**src/rtl/dm_bus_ctrl.sv**
```systemverilog
// M-stage memory bus controller: one request at a time, IDLE->BUSY->DONE, stall held until DONE.
// Latency: 2 stall cycles with an immediate bus_ack, +1 per wait cycle; bus_ack gives backpressure and TIMEOUT bounds it.
module dm_bus_ctrl #(
  parameter int TIMEOUT = 16
) (
  input  logic        clk,
  input  logic        reset,
  input  logic        req_valid,
  input  logic        req_we,
  input  logic [31:0] req_addr,
  input  logic [3:0]  req_byteen,
  input  logic [31:0] req_wdata,
  output logic        stall,
  output logic [31:0] rd_word,
  output logic        rd_valid,
  output logic        err,
  output logic        bus_req,
  output logic        bus_we,
  output logic [31:0] bus_addr,
  output logic [31:0] bus_wdata,
  output logic [3:0]  bus_byteen,
  input  logic        bus_ack,
  input  logic [31:0] bus_rdata
);

  localparam int CW = (TIMEOUT > 1) ? $clog2(TIMEOUT) : 1;
  localparam logic [CW-1:0] TMO_LAST = CW'(TIMEOUT - 1);

  typedef enum logic [1:0] {IDLE, BUSY, DONE} state_t;

  state_t      state_q, state_d;
  logic [CW-1:0] cnt_q;
  logic        lat_we;
  logic [31:0] lat_addr;
  logic [31:0] lat_wdata;
  logic [3:0]  lat_byteen;
  logic [31:0] rd_word_q;
  logic        rd_valid_q;
  logic        err_q;
  logic        accept, zero_be, ack_hit, tmo_hit;

  always_comb begin
    state_d = state_q;
    stall   = 1'b0;
    accept  = 1'b0;
    zero_be = 1'b0;
    ack_hit = 1'b0;
    tmo_hit = 1'b0;
    case (state_q)
      IDLE: begin
        if (req_valid) begin
          if (|req_byteen) begin
            accept  = 1'b1;
            stall   = 1'b1;
            state_d = BUSY;
          end else begin
            zero_be = 1'b1;
          end
        end
      end
      BUSY: begin
        stall = 1'b1;
        // ack wins over a timeout landing in the same cycle
        if (bus_ack) begin
          ack_hit = 1'b1;
          state_d = DONE;
        end else if (cnt_q == TMO_LAST) begin
          tmo_hit = 1'b1;
          state_d = DONE;
        end
      end
      DONE:    state_d = IDLE;
      default: state_d = IDLE;
    endcase
  end

  always_ff @(posedge clk or negedge reset) begin
    if (!reset) begin
      state_q    <= IDLE;
      cnt_q      <= '0;
      lat_we     <= 1'b0;
      lat_addr   <= '0;
      lat_wdata  <= '0;
      lat_byteen <= '0;
      rd_word_q  <= '0;
      rd_valid_q <= 1'b0;
      err_q      <= 1'b0;
    end else begin
      state_q    <= state_d;
      err_q      <= zero_be | tmo_hit;
      rd_valid_q <= (ack_hit | tmo_hit) & ~lat_we;
      if (accept) begin
        lat_we     <= req_we;
        lat_addr   <= req_addr & 32'hFFFF_FFFC;
        lat_wdata  <= req_wdata;
        lat_byteen <= req_byteen;
        cnt_q      <= '0;
      end else if (state_q == BUSY && !bus_ack && !tmo_hit) begin
        cnt_q <= cnt_q + 1'b1;
      end
      if (ack_hit && !lat_we) begin
        rd_word_q <= bus_rdata;
      end else if (tmo_hit) begin
        rd_word_q <= '0;
      end
    end
  end

  assign bus_req    = (state_q == BUSY);
  assign bus_we     = lat_we;
  assign bus_addr   = lat_addr;
  assign bus_wdata  = lat_wdata;
  assign bus_byteen = lat_byteen;
  assign rd_word    = rd_word_q;
  assign rd_valid   = rd_valid_q;
  assign err        = err_q;

endmodule

```
**config.mk**
```make
export PLATFORM = sky130hd
export DESIGN_NAME = dm_bus_ctrl
export DESIGN_NICKNAME = d
export VERILOG_FILES = /design/src/rtl/dm_bus_ctrl.sv
export SDC_FILE = /design/constraint.sdc
export NUM_CORES = 1
export LEC_CHECK = 0
export ABC_AREA = 1
export CAP_MARGIN = 20
export CORE_ASPECT_RATIO = 0.8
export CORE_MARGIN = 10
export CORE_UTILIZATION = 30
export DETAILED_ROUTE_END_ITERATION = 10
export DONT_BUFFER_PORTS = 1
export GPL_TIMING_DRIVEN = 1
export MAX_ROUTING_LAYER = met4
export PLACE_DENSITY = 0.41
export SLEW_MARGIN = 20
export SYNTH_ARGS = -nofsm -noshare
export SYNTH_HDL_FRONTEND = slang
export SYNTH_SLANG_ARGS = --single-unit
```
**constraint.sdc**
```tcl
create_clock -name clk -period 3 [get_ports clk]
set_input_delay 0.6 -clock clk [delete_from_list [all_inputs] [get_ports clk]]
set_output_delay 0.6 -clock clk [all_outputs]
set_load 0.01 [all_outputs]
```
; ---- Word level (Yosys, flattened, before mapping)
; Cells that the tools add are included.
[totals]
register_bits = 107
inputBits = 105
out_inout_bits = 105
wordCells = 51
[op_classes]
addsub = 1
eq_ne = 5
muxes = 21
bitwise = 4
n_reduce_logical = 11
[op_table]
columns = op, count
row1 = 32-bit two-way mux, 2
row2 = 1-bit two-way mux, 11
row3 = 2-bit two-way mux, 4
row4 = 4-bit two-way mux, 2
row5 = 4-bit by 1-bit adder with 4-bit output (second input constant), 1
row6 = 4-bit equality test (second input constant), 1
row7 = 2-bit != test (second input constant), 2
row8 = 2-bit one-hot mux with 2 select lines, 1
row9 = 2-bit nonzero test, 2
row10 = 4-bit OR reduction, 1
row11 = 1-bit logical AND, 3
row12 = 1-bit zero test, 3
row13 = 3-bit by 1-bit != test with 1-bit output (second input constant), 1
row14 = 3-bit AND reduction, 1
row15 = 2-bit by 1-bit equality test with 1-bit output (second input constant), 1
row16 = 2-bit zero test, 1
row17 = 1-bit bitwise OR, 2
row18 = 1-bit one-hot mux with 2 select lines, 1
row19 = 1-bit AND, 1
row20 = 1-bit inverter, 1

; ---- Longest topological paths before layout
; Gate-level depths: netlist (run 1).
[depth]
word_depth = 8
depth_mapped = 8
mapped_depth_nobuf = 7

; ---- Worst setup path before layout (run 1)
; Ideal clock, no wire load.
[synth_timing]
path_type = input-to-output
startpoint = in req_byteen[1]
endpoint = out stall
t_arrival_ns = 1.207
required_ns = 2.400
setup_slack_ns = 1.193
cell_stages = 6
n_path_buf = 2
path_cell_list = nor2_1 nand3_1 nand2_2 buf_6 buf_6 nand2_1
[synth_between]
elab_chain_len = 4
[synth_rtl]
columns = element, line_no
row1 = from (decl), 11  ; input logic [3:0] req_byteen,
row2 = 4-bit OR reduction, 52  ; if (|req_byteen) begin
row3 = 1-bit two-way mux, 52
row4 = 1-bit two-way mux, 51  ; if (req_valid) begin
row5 = 1-bit one-hot mux with 2 select lines, 49  ; case (state_q)
row6 = to (decl), 13  ; output logic stall,
; No other way between the ends.

; ---- Final worst setup path (run 1)
[layout_timing]
startpoint = reg state_q[0]
endpoint = out stall
[layout_between]
elab_chain_len = 2
elab_cells_between_ends = 3
cone_classes = eq/ne (1) / mux (1) / reduce/logical (1)
[layout_rtl]
columns = element, line_no
row1 = from (decl), 31  ; state_t state_q, state_d;
row2 = from (signal assigned), 89  ; state_q <= state_d;
row3 = 2-bit by 1-bit equality test with 1-bit output or 2-bit zero test (tied branches), 49
row4 = 1-bit one-hot mux with 2 select lines (*), 49
; Every way passes the cells marked *; elsewhere a longest branch is shown, timed or not.

==> results of run 1 <==
-- routing by layer --
layer / vias to the layer above / GRT usage (%) / share of wire [%] / wire, microns
li1: 1504 / - / - / -
met1: 1531 / 15.5 / 43 / 5350
met2: 129 / 18.3 / 46 / 5770
met3: 9 / 6.07 / 10 / 1290
met4: 0 / 3.46 / 0.99 / 124
met5: - / - / 0 / 0
-- area by class of cell --
| type | instances | area share, % |
|---|---|---|
| multi-input cells | 335 | 30.5 |
| well taps | 184 | 4.83 |
| inverters | 10 | 0.788 |
| clock buffers | 10 | 5.02 |
| repair buffers | 5 | 0.788 |
| clock inverters | 6 | 1.86 |
| flip-flops and latches | 107 | 56.2 |
-- state kept, by name, summed over array words and instances, names as in the netlist --
name / cells
bus_wdata: 32
rd_word: 32
bus_addr: 30
bus_byteen: 4
cnt_q: 4
state_q: 2
bus_we: 1
err: 1
rd_valid: 1
-- logic make-up after synthesis --
| logic type | after synthesis | share of synthesized area (%) |
|---|---|---|
| other | 1 | 0.0855 |
| adders and majority gates | 1 | 0.285 |
| AOI/OAI and AO/OA | 4 | 0.542 |
| xor gates and xnor gates | 1 | 0.200 |
| DFF | 107 | 61.1 |
| and+or+nand+nor | 327 | 31.8 |
| buffers and inverters | 43 | 6.02 |
-- metrics by stage --
step	hold WS [ns]	worst slack, ns	std cells	total power, W	util [%]
5_1_grt	-0.0868	1.07	657	0.00580	33.3
6_report	-0.0574	1.19	657	0.00536	33.3
4_1_cts	-0.0782	1.16	657	0.00549	33.3
2_1_floorplan	0.304	1.19	485	0.00377	-
3_5_place_dp	0.308	1.06	641	0.00418	31.0
3_3_place_gp	0.308	1.07	641	0.00413	31.0
-- path summary, 6_finish.rpt --
kind / start / end / slack, ns / cells after the start
worst max-delay path: state_q[0]$_DFFE_PN0P_ / stall / 1.19 / 6
worst min-delay path: reset / bus_addr[15]$_DFFE_PN0P_ / -0.06 / 0
worst max register to register: bus_we$_DFFE_PN0P_ / rd_word[28]$_DFFE_PN0P_ / 1.23 / 6
worst min register to register: bus_addr[14]$_DFFE_PN0P_ / bus_addr[14]$_DFFE_PN0P_ / 0.55 / 2
max in group asynchronous: reset / bus_addr[11]$_DFFE_PN0P_ / 2.80 / 0
min in group clk: bus_rdata[6] / rd_word[6]$_DFFE_PN0P_ / 0.37 / 2
-- layout by cell type (no fill, tap or decap) --
cell type and instances:
nand3_2 2, xor2_1 1, nor2_4 1, or2_0 1, bufinv_16 2, nand4_1 1
clkinvlp_4 2, nand2_1 210, nand3_1 102, clkbuf_8 1, ha_1 1, nand2_2 3
clkinv_2 1, a21oi_2 1, nor2_1 4, inv_1 6, o21ai_0 2, conb_1 2
clkbuf_16 9, nor2_2 2, clkinv_4 1, o21ai_1 1, dfrtp_1 107, nand2_4 1
buf_4 5, inv_2 4
-- power by group --
| group | switching, W | internal, W |
|---|---|---|
| Sequential | 0.000861 | 0.00211 |
| Clock | 0.000530 | 0.000754 |
| Combinational | 0.000715 | 0.000396 |
-- critical path, stage by stage (launching register included) --
cell	delay, ns
dfrtp_1	0.40
inv_2	0.09
nand3_2	0.09
inv_2	0.07
nand2_2	0.05
nand2_1	0.06
buf_4	0.12
==> metrics.txt, run 1 <==
PwrDens 1130 nW/um^2; fin crit period 1.81 ns; Worst setup SP type flip-flop; die area 19,900 sq um; Skew-Pair Late Insertion Delay 0.35 ns; share of layout cells above drive strength 1 7.40%; initial drt markers 163; Max Cap Viol 0; Tcrit/Tclk final 60.4%; Primary FF master, synth dfrtp_1; Synth Warn # 0; Layout area overhead 8.62%; register area 2680 sq um; worst slew pin tran 0.788 ns; status complete, but fails checks; fillers 1,496; DP Wirelength 8710 microns; Starting Density 30.7%; Hold Fails Final Rpt 104; Arr. time, crit path 1.21 ns; Design Area, Final 4760 sq um; TNS Setup 0 ns; chip height 128 microns; count leader, synth nand2_1; post-CTS setup buffer count 0; gr ovfl total 0; Initial DRT Pass Iterations 4; Post-Route Skew 0.00448 ns; LEAKAGE 2.51 nW; Sink Count 107; vias in the first global route 3,255; Synth Instances 484; multi-input logic area 1450 sq um; largest area contributor in the netlist dfrtp_1; nets@finish 574; violated checks hold timing; final RePlAce weighted congestion 0.732; vias per inst 4.83; CP endpoint kind output pin; sequential share of the synthesized area 61.1%; CTS tree built; area share of the largest cell type after synthesis 61.1%; synth top area cells dfrtp_1 61%, nand2_1 18%, nand3_1 12%; Worst slew margin 47.5%; Final ANT Viol Nets 0; Clock Path Buffers 2; Worst Path Max Fanout 2; initial antenna violation count 0; RSZ-0062 raised after global routing false; PortBufs 0; CTS clock-pin slew for the worst setup and hold paths 0.07 ns; via count 3,173; Cell Area, Synth 4390 sq um; wire length per cell 19.1 microns; Remaining DRCs 0; Worst Setup Path Type reg2out; Synth Register Bits 107; Synth top cells by count 210 x nand2_1, 107 x dfrtp_1, 103 x nand3_1, 19 x buf_2, 8 x buf_6; largest net degree at the start of global routing 108; first-pass GRT wire length 19,400 microns; Highest Clock Rate 0.552 GHz; I/O pins 210; HP Class in2async; ANT cells 0; Fin Hold WS -0.0574 ns; H-Tree Depth 3; die width 155 microns; routed wire length 12,500 microns; max-slew violation count 0; Total GRT Usage 12.7%; synth unique cells 23; Post-CTS Resized 0; final setup fails 0; EDFF count, synth 0; Worst EP required 2.40 ns; Post-synth ARST share 100%; CTS root buf clkbuf_16; Site Rows 39; core area 14,300 sq um; VDD IR max 497 uV; CTS Buf Count 9; syn avg cell area 9.06 sq um; Area after DPL 4440 sq um
Power figures use the tool's default switching activity.
==> run 2, diff against run 1 <==
==> constraint.sdc (replaced) <==
create_clock -name clk -period 1.9 [get_ports clk]
set_input_delay 0.38 -clock clk [delete_from_list [all_inputs] [get_ports clk]]
set_output_delay 0.38 -clock clk [all_outputs]
set_load 0.01 [all_outputs]
==> metrics.txt, run 2 (same netlist as run 1, synthesis figures left out) <==
Worst setup SP type flip-flop; CTS tree built; Layout area overhead 8.53% (about the same); Arr. time, crit path 1.34 ns (+0.13 ns); Clock Path Buffers 2 (unchanged); first-pass GRT wire length 19,400 microns (+0.39%); fillers 1,509 (+0.87%); PwrDens 1750 nW/um^2 (+56%); commonest non-fill, non-tap cell in the layout nand2_1; Worst EP required 1.52 ns (-0.88 ns); Post-CTS Resized 0 (unchanged); CP startpoint state_q[0]$_DFFE_PN0P_; Max Cap Viol 0 (unchanged); H-Tree Depth 3 (unchanged); initial antenna violation count 0 (unchanged); Site Rows 39 (unchanged); Fin Hold WS -0.271 ns (-0.213 ns); Initial DRT Pass Iterations 4 (unchanged); Highest Clock Rate 0.580 GHz; Final ANT Viol Nets 0 (unchanged); Remaining DRCs 0 (unchanged); CTS Buf Count 9 (unchanged); Post-Route Skew 0.00566 ns (+0.00118 ns); vias per inst 4.82 (-0.20%); Tcrit/Tclk final 90.7%; I/O pins 210 (unchanged); R2R Path Start cnt_q[0]$_DFFE_PN0P_; CTS root buf clkbuf_16; vias in the first global route 3,355 (+3.1%); initial drt markers 183 (+12%); RSZ-0062 raised after global routing false; routed wire length 12,600 microns (+0.59%); final std cells w/o fill 660 (+0.46%); Total GRT Usage 12.7% (+0.027 points); die width 155 microns (unchanged); post-CTS setup buffer count 0 (unchanged); die area 19,900 sq um (unchanged); nets@finish 578 (+0.70%); status complete, but fails checks; TNS Setup 0 ns (unchanged); DP Wirelength 9160 microns (+5.1%); fin crit period 1.72 ns; most frequent cells in the layout 210 x nand2_1, 107 x dfrtp_1, 102 x nand3_1, 9 x clkbuf_16, 9 x buf_4; Placed Cells 645 (+0.62%); worst slew pin tran 0.676 ns (-0.112 ns); share of layout cells above drive strength 1 7.77% (+0.37 points); violated checks hold timing; pre-CTS setup slack 0.420 ns (-0.640 ns); final setup fails 0 (unchanged); gr ovfl total 0 (unchanged); Hold Fails Final Rpt 107 (+2.9%); CTS clock-pin slew for the worst setup and hold paths 0.07 ns (about the same); Worst slew margin 54.9% (+7.4 points); HP Class in2async; ANT cells 0 (unchanged); Design Area, Final 4760 sq um (about the same); final RePlAce weighted congestion 0.740 (+1.1%); Worst Setup Path Type reg2out; Starting Density 30.7% (unchanged); max-slew violation count 0 (unchanged); VDD IR max 593 uV (+19%); PortBufs 0 (unchanged); largest net degree at the start of global routing 108 (unchanged); CP endpoint kind output pin; Sink Count 107 (unchanged); Area after DPL 4470 sq um (+0.68%); wire length per cell 19.1 microns (+0.13%); Skew-Pair Late Insertion Delay 0.34 ns (about the same); Worst Path Max Fanout 4 (+2); LEAKAGE 2.51 nW (+0.24%); chip height 128 microns (unchanged); via count 3,181 (+0.25%); Worst Slack Setup Final 0.176 ns (-1.01 ns); core area 14,300 sq um (unchanged)
[run 2: cell type report]
class                   count  area [sq um]  share of cell area, %
clock buffers              11           243                   5.10
clock inverters             4          51.3                   1.08
inverters                  10          37.5                  0.789
multi-input cells         335          1450                   30.5
flip-flops and latches    107          2680                   56.3
well taps                 184           230                   4.84
repair buffers              9          67.6                   1.42
[run 2: layer usage]
metal  vias up  track usage (%)  part of all wire [%]
met5         -                -                     0
met4         0             3.52                   1.2
met3        11             6.94                    12
met2       136             18.5                    46
met1      1531             14.8                    41
li1       1503                -                     -
[run 2: worst paths after layout]
check,end,slack (ns),depth (start not counted)
setup / recovery,stall,0.18,6
hold / removal,bus_addr[15]$_DFFE_PN0P_,-0.27,0
setup reg to reg,rd_word[25]$_DFFE_PN0P_,0.44,6
hold reg to reg,bus_addr[19]$_DFFE_PN0P_,0.55,2
max in group asynchronous,bus_addr[11]$_DFFE_PN0P_,2.01,0
min in group clk,rd_word[8]$_DFFE_PN0P_,0.15,2
[run 2: worst max-delay path: stages (launching register included)]
cell and delay (ns):
dfrtp_1 0.39, inv_2 0.09, nand3_2 0.11, inv_2 0.11, nand2_2 0.10, nand2_1 0.08
buf_4 0.12
[run 2: metrics by stage]
step | util (%) | hold slack (ns) | power, W
after floorplan | - | 0.0844 | 0.00595
after global placement | 31.2 | 0.0890 | 0.00657
after detailed placement | 31.2 | 0.0886 | 0.00666
after CTS | 33.3 | -0.294 | 0.00856
after global routing | 33.3 | -0.299 | 0.00905
final | 33.3 | -0.271 | 0.00835
[run 2: power by group]
group,total [W],switching (W),leakage (nW),internal [W]
logic,0.00181,0.00115,1.04,0.000660
clock network,0.00186,0.000808,0.142,0.00105
registers,0.00469,0.00136,1.34,0.00333
total,0.00835,0.00332,2.51,0.00504
==> run 3, diff against run 2 <==
==> constraint.sdc (replaced) <==
create_clock -name clk -period 1.9 [get_ports clk]
set_input_delay 0.38 -clock clk [delete_from_list [all_inputs] [get_ports clk]]
set_output_delay 0.38 -clock clk [all_outputs]
set_load 0.005 [all_outputs]
==> metrics.txt, run 3 (same netlist as run 1, synthesis figures left out) <==
final setup fails 0 (unchanged); die width 155 microns (unchanged); Worst Path Max Fanout 18 (+14); initial antenna violation count 0 (unchanged); initial drt markers 217 (+19%); multi-input logic area 1460 sq um (+0.34%); status complete, but fails checks; Total GRT Usage 12.8% (+0.11 points); H-Tree Depth 3 (unchanged); TNS Setup 0 ns (unchanged); CTS Buf Count 9 (unchanged); Power Total 0.00797 W (-4.6%); Worst Setup Path Type reg2out; Layout area overhead 8.70%; violated checks hold timing; worst slew pin tran 0.706 ns (+0.0301 ns); register area 2680 sq um (unchanged); PortBufs 0 (unchanged); Site Rows 39 (unchanged); wire length per cell 18.9 microns (-0.73%); chip height 128 microns (unchanged); Worst setup SP type flip-flop; Max stage delay on crit path 0.39 ns (about the same); Remaining DRCs 0 (unchanged); final RePlAce weighted congestion 0.734 (-0.69%); RSZ-0062 raised after global routing false; fillers 1,500 (-0.60%); Post-Route Skew 0.00606 ns (+0.000402 ns); Worst EP required 1.52 ns (about the same); ANT cells 0 (unchanged); core area 14,300 sq um (unchanged); CP max-delay cell dfrtp_1; Clock Path Buffers 2 (unchanged); nets@finish 575 (-0.52%); share of layout cells above drive strength 1 7.19% (-0.58 points); vias per inst 4.77 (-0.93%); commonest non-fill, non-tap cell in the layout nand2_1; routed wire length 12,400 microns (-1.2%); Max Cap Viol 0 (unchanged); CTS tree built; Fin Hold WS -0.276 ns (-0.00548 ns); Skew-Pair Late Insertion Delay 0.34 ns (about the same); DP Wirelength 8880 microns (-3.0%); fin crit period 1.72 ns (-0.00675 ns); die area 19,900 sq um (unchanged); vias in the first global route 3,284 (-2.1%); Tcrit/Tclk final 90.4% (-0.36 points); Highest Clock Rate 0.582 GHz (+0.39%); CTS root buf clkbuf_16; Final ANT Viol Nets 0 (unchanged); VDD IR max 658 uV (+11%); Worst slew margin 52.9% (-2.0 points); Starting Density 30.7% (unchanged); HP Class in2async; cell mode on critical path inv_2; most frequent cells in the layout 210 x nand2_1, 107 x dfrtp_1, 102 x nand3_1, 9 x clkbuf_16, 6 x inv_1; Hold Fails Final Rpt 107 (unchanged); via count 3,137 (-1.4%); PwrDens 1670 nW/um^2 (-4.7%); CP Cell Sequence inv_2 > nand3_2 > inv_2 > nand2_4 > nand2_1; largest net degree at the start of global routing 108 (unchanged); max-slew violation count 0 (unchanged); LEAKAGE 2.51 nW (-0.16%); post-CTS setup buffer count 0 (unchanged); Arr. time, crit path 1.34 ns (about the same); first-pass GRT wire length 19,500 microns (+0.53%); CP endpoint kind output pin; CTS clock-pin slew for the worst setup and hold paths 0.07 ns (about the same); gr ovfl total 0 (unchanged); I/O pins 210 (unchanged); Sink Count 107 (unchanged); Initial DRT Pass Iterations 4 (unchanged)
==> run 3: metal layers <==
layer / GRT usage [%] / up-vias / part of all wire, %
met2: 18.1 / 136 / 45
met1: 15.9 / 1489 / 43
met3: 6.10 / 11 / 11
met4: 3.79 / 0 / 1.4
li1: - / 1501 / -
met5: - / - / 0
==> run 3: worst paths after layout <==
path / end / startpoint / slack, ns / cells after the start
worst max-delay path: stall / state_q[0]$_DFFE_PN0P_ / 0.18 / 5
worst min-delay path: bus_addr[14]$_DFFE_PN0P_ / reset / -0.28 / 0
worst max register to register: rd_word[5]$_DFFE_PN0P_ / cnt_q[0]$_DFFE_PN0P_ / 0.44 / 6
worst min register to register: bus_wdata[13]$_DFFE_PN0P_ / bus_wdata[13]$_DFFE_PN0P_ / 0.51 / 2
max in group asynchronous: bus_we$_DFFE_PN0P_ / reset / 2.05 / 0
min in group clk: rd_word[15]$_DFFE_PN0P_ / bus_rdata[15] / 0.15 / 2
==> run 3: timing repair <==
item / 4_1_cts / 5_1_grt
resized for setup: 0 / 1
endpoints found under the setup margin: 0 / 1
hold endpoints to repair: 107 / 107
==> run 3: cell type report <==
class / instances / area share [%]
Clock buffer: 11 / 5.09
Clock inverter: 4 / 1.08
Inverter: 10 / 0.787
Multi-Input combinational cell: 335 / 30.6
Sequential cell: 107 / 56.2
Tap cell: 184 / 4.83
Timing Repair Buffer: 6 / 1.47
==> run 3: critical path: cells and delay by family (launching register included) <==
kind          cells  cell delay, ns
simple gates      3            0.40
buf+inv           2            0.20
flops             1            0.39
==> run 3: report_power, final <==
group / internal (W) / switching (W)
Sequential: 0.00333 / 0.000976
Clock: 0.00105 / 0.000809
Combinational: 0.000666 / 0.00114
Total: 0.00505 / 0.00292
==> run 3: through the flow <==
stage | hold WS (ns) | util (%) | cells | setup slack, ns | instance area (sq um)
global placement | 0.0886 | 31.3 | 642 | 0.391 | 4470
floorplan | 0.0844 | - | 485 | 0.531 | 4390
finish | -0.276 | 33.3 | 657 | 0.183 | 4770
CTS | -0.297 | 33.3 | 657 | 0.0144 | 4760
global route | -0.305 | 33.3 | 657 | 0.0423 | 4770
detailed placement | 0.0887 | 31.3 | 642 | 0.407 | 4470
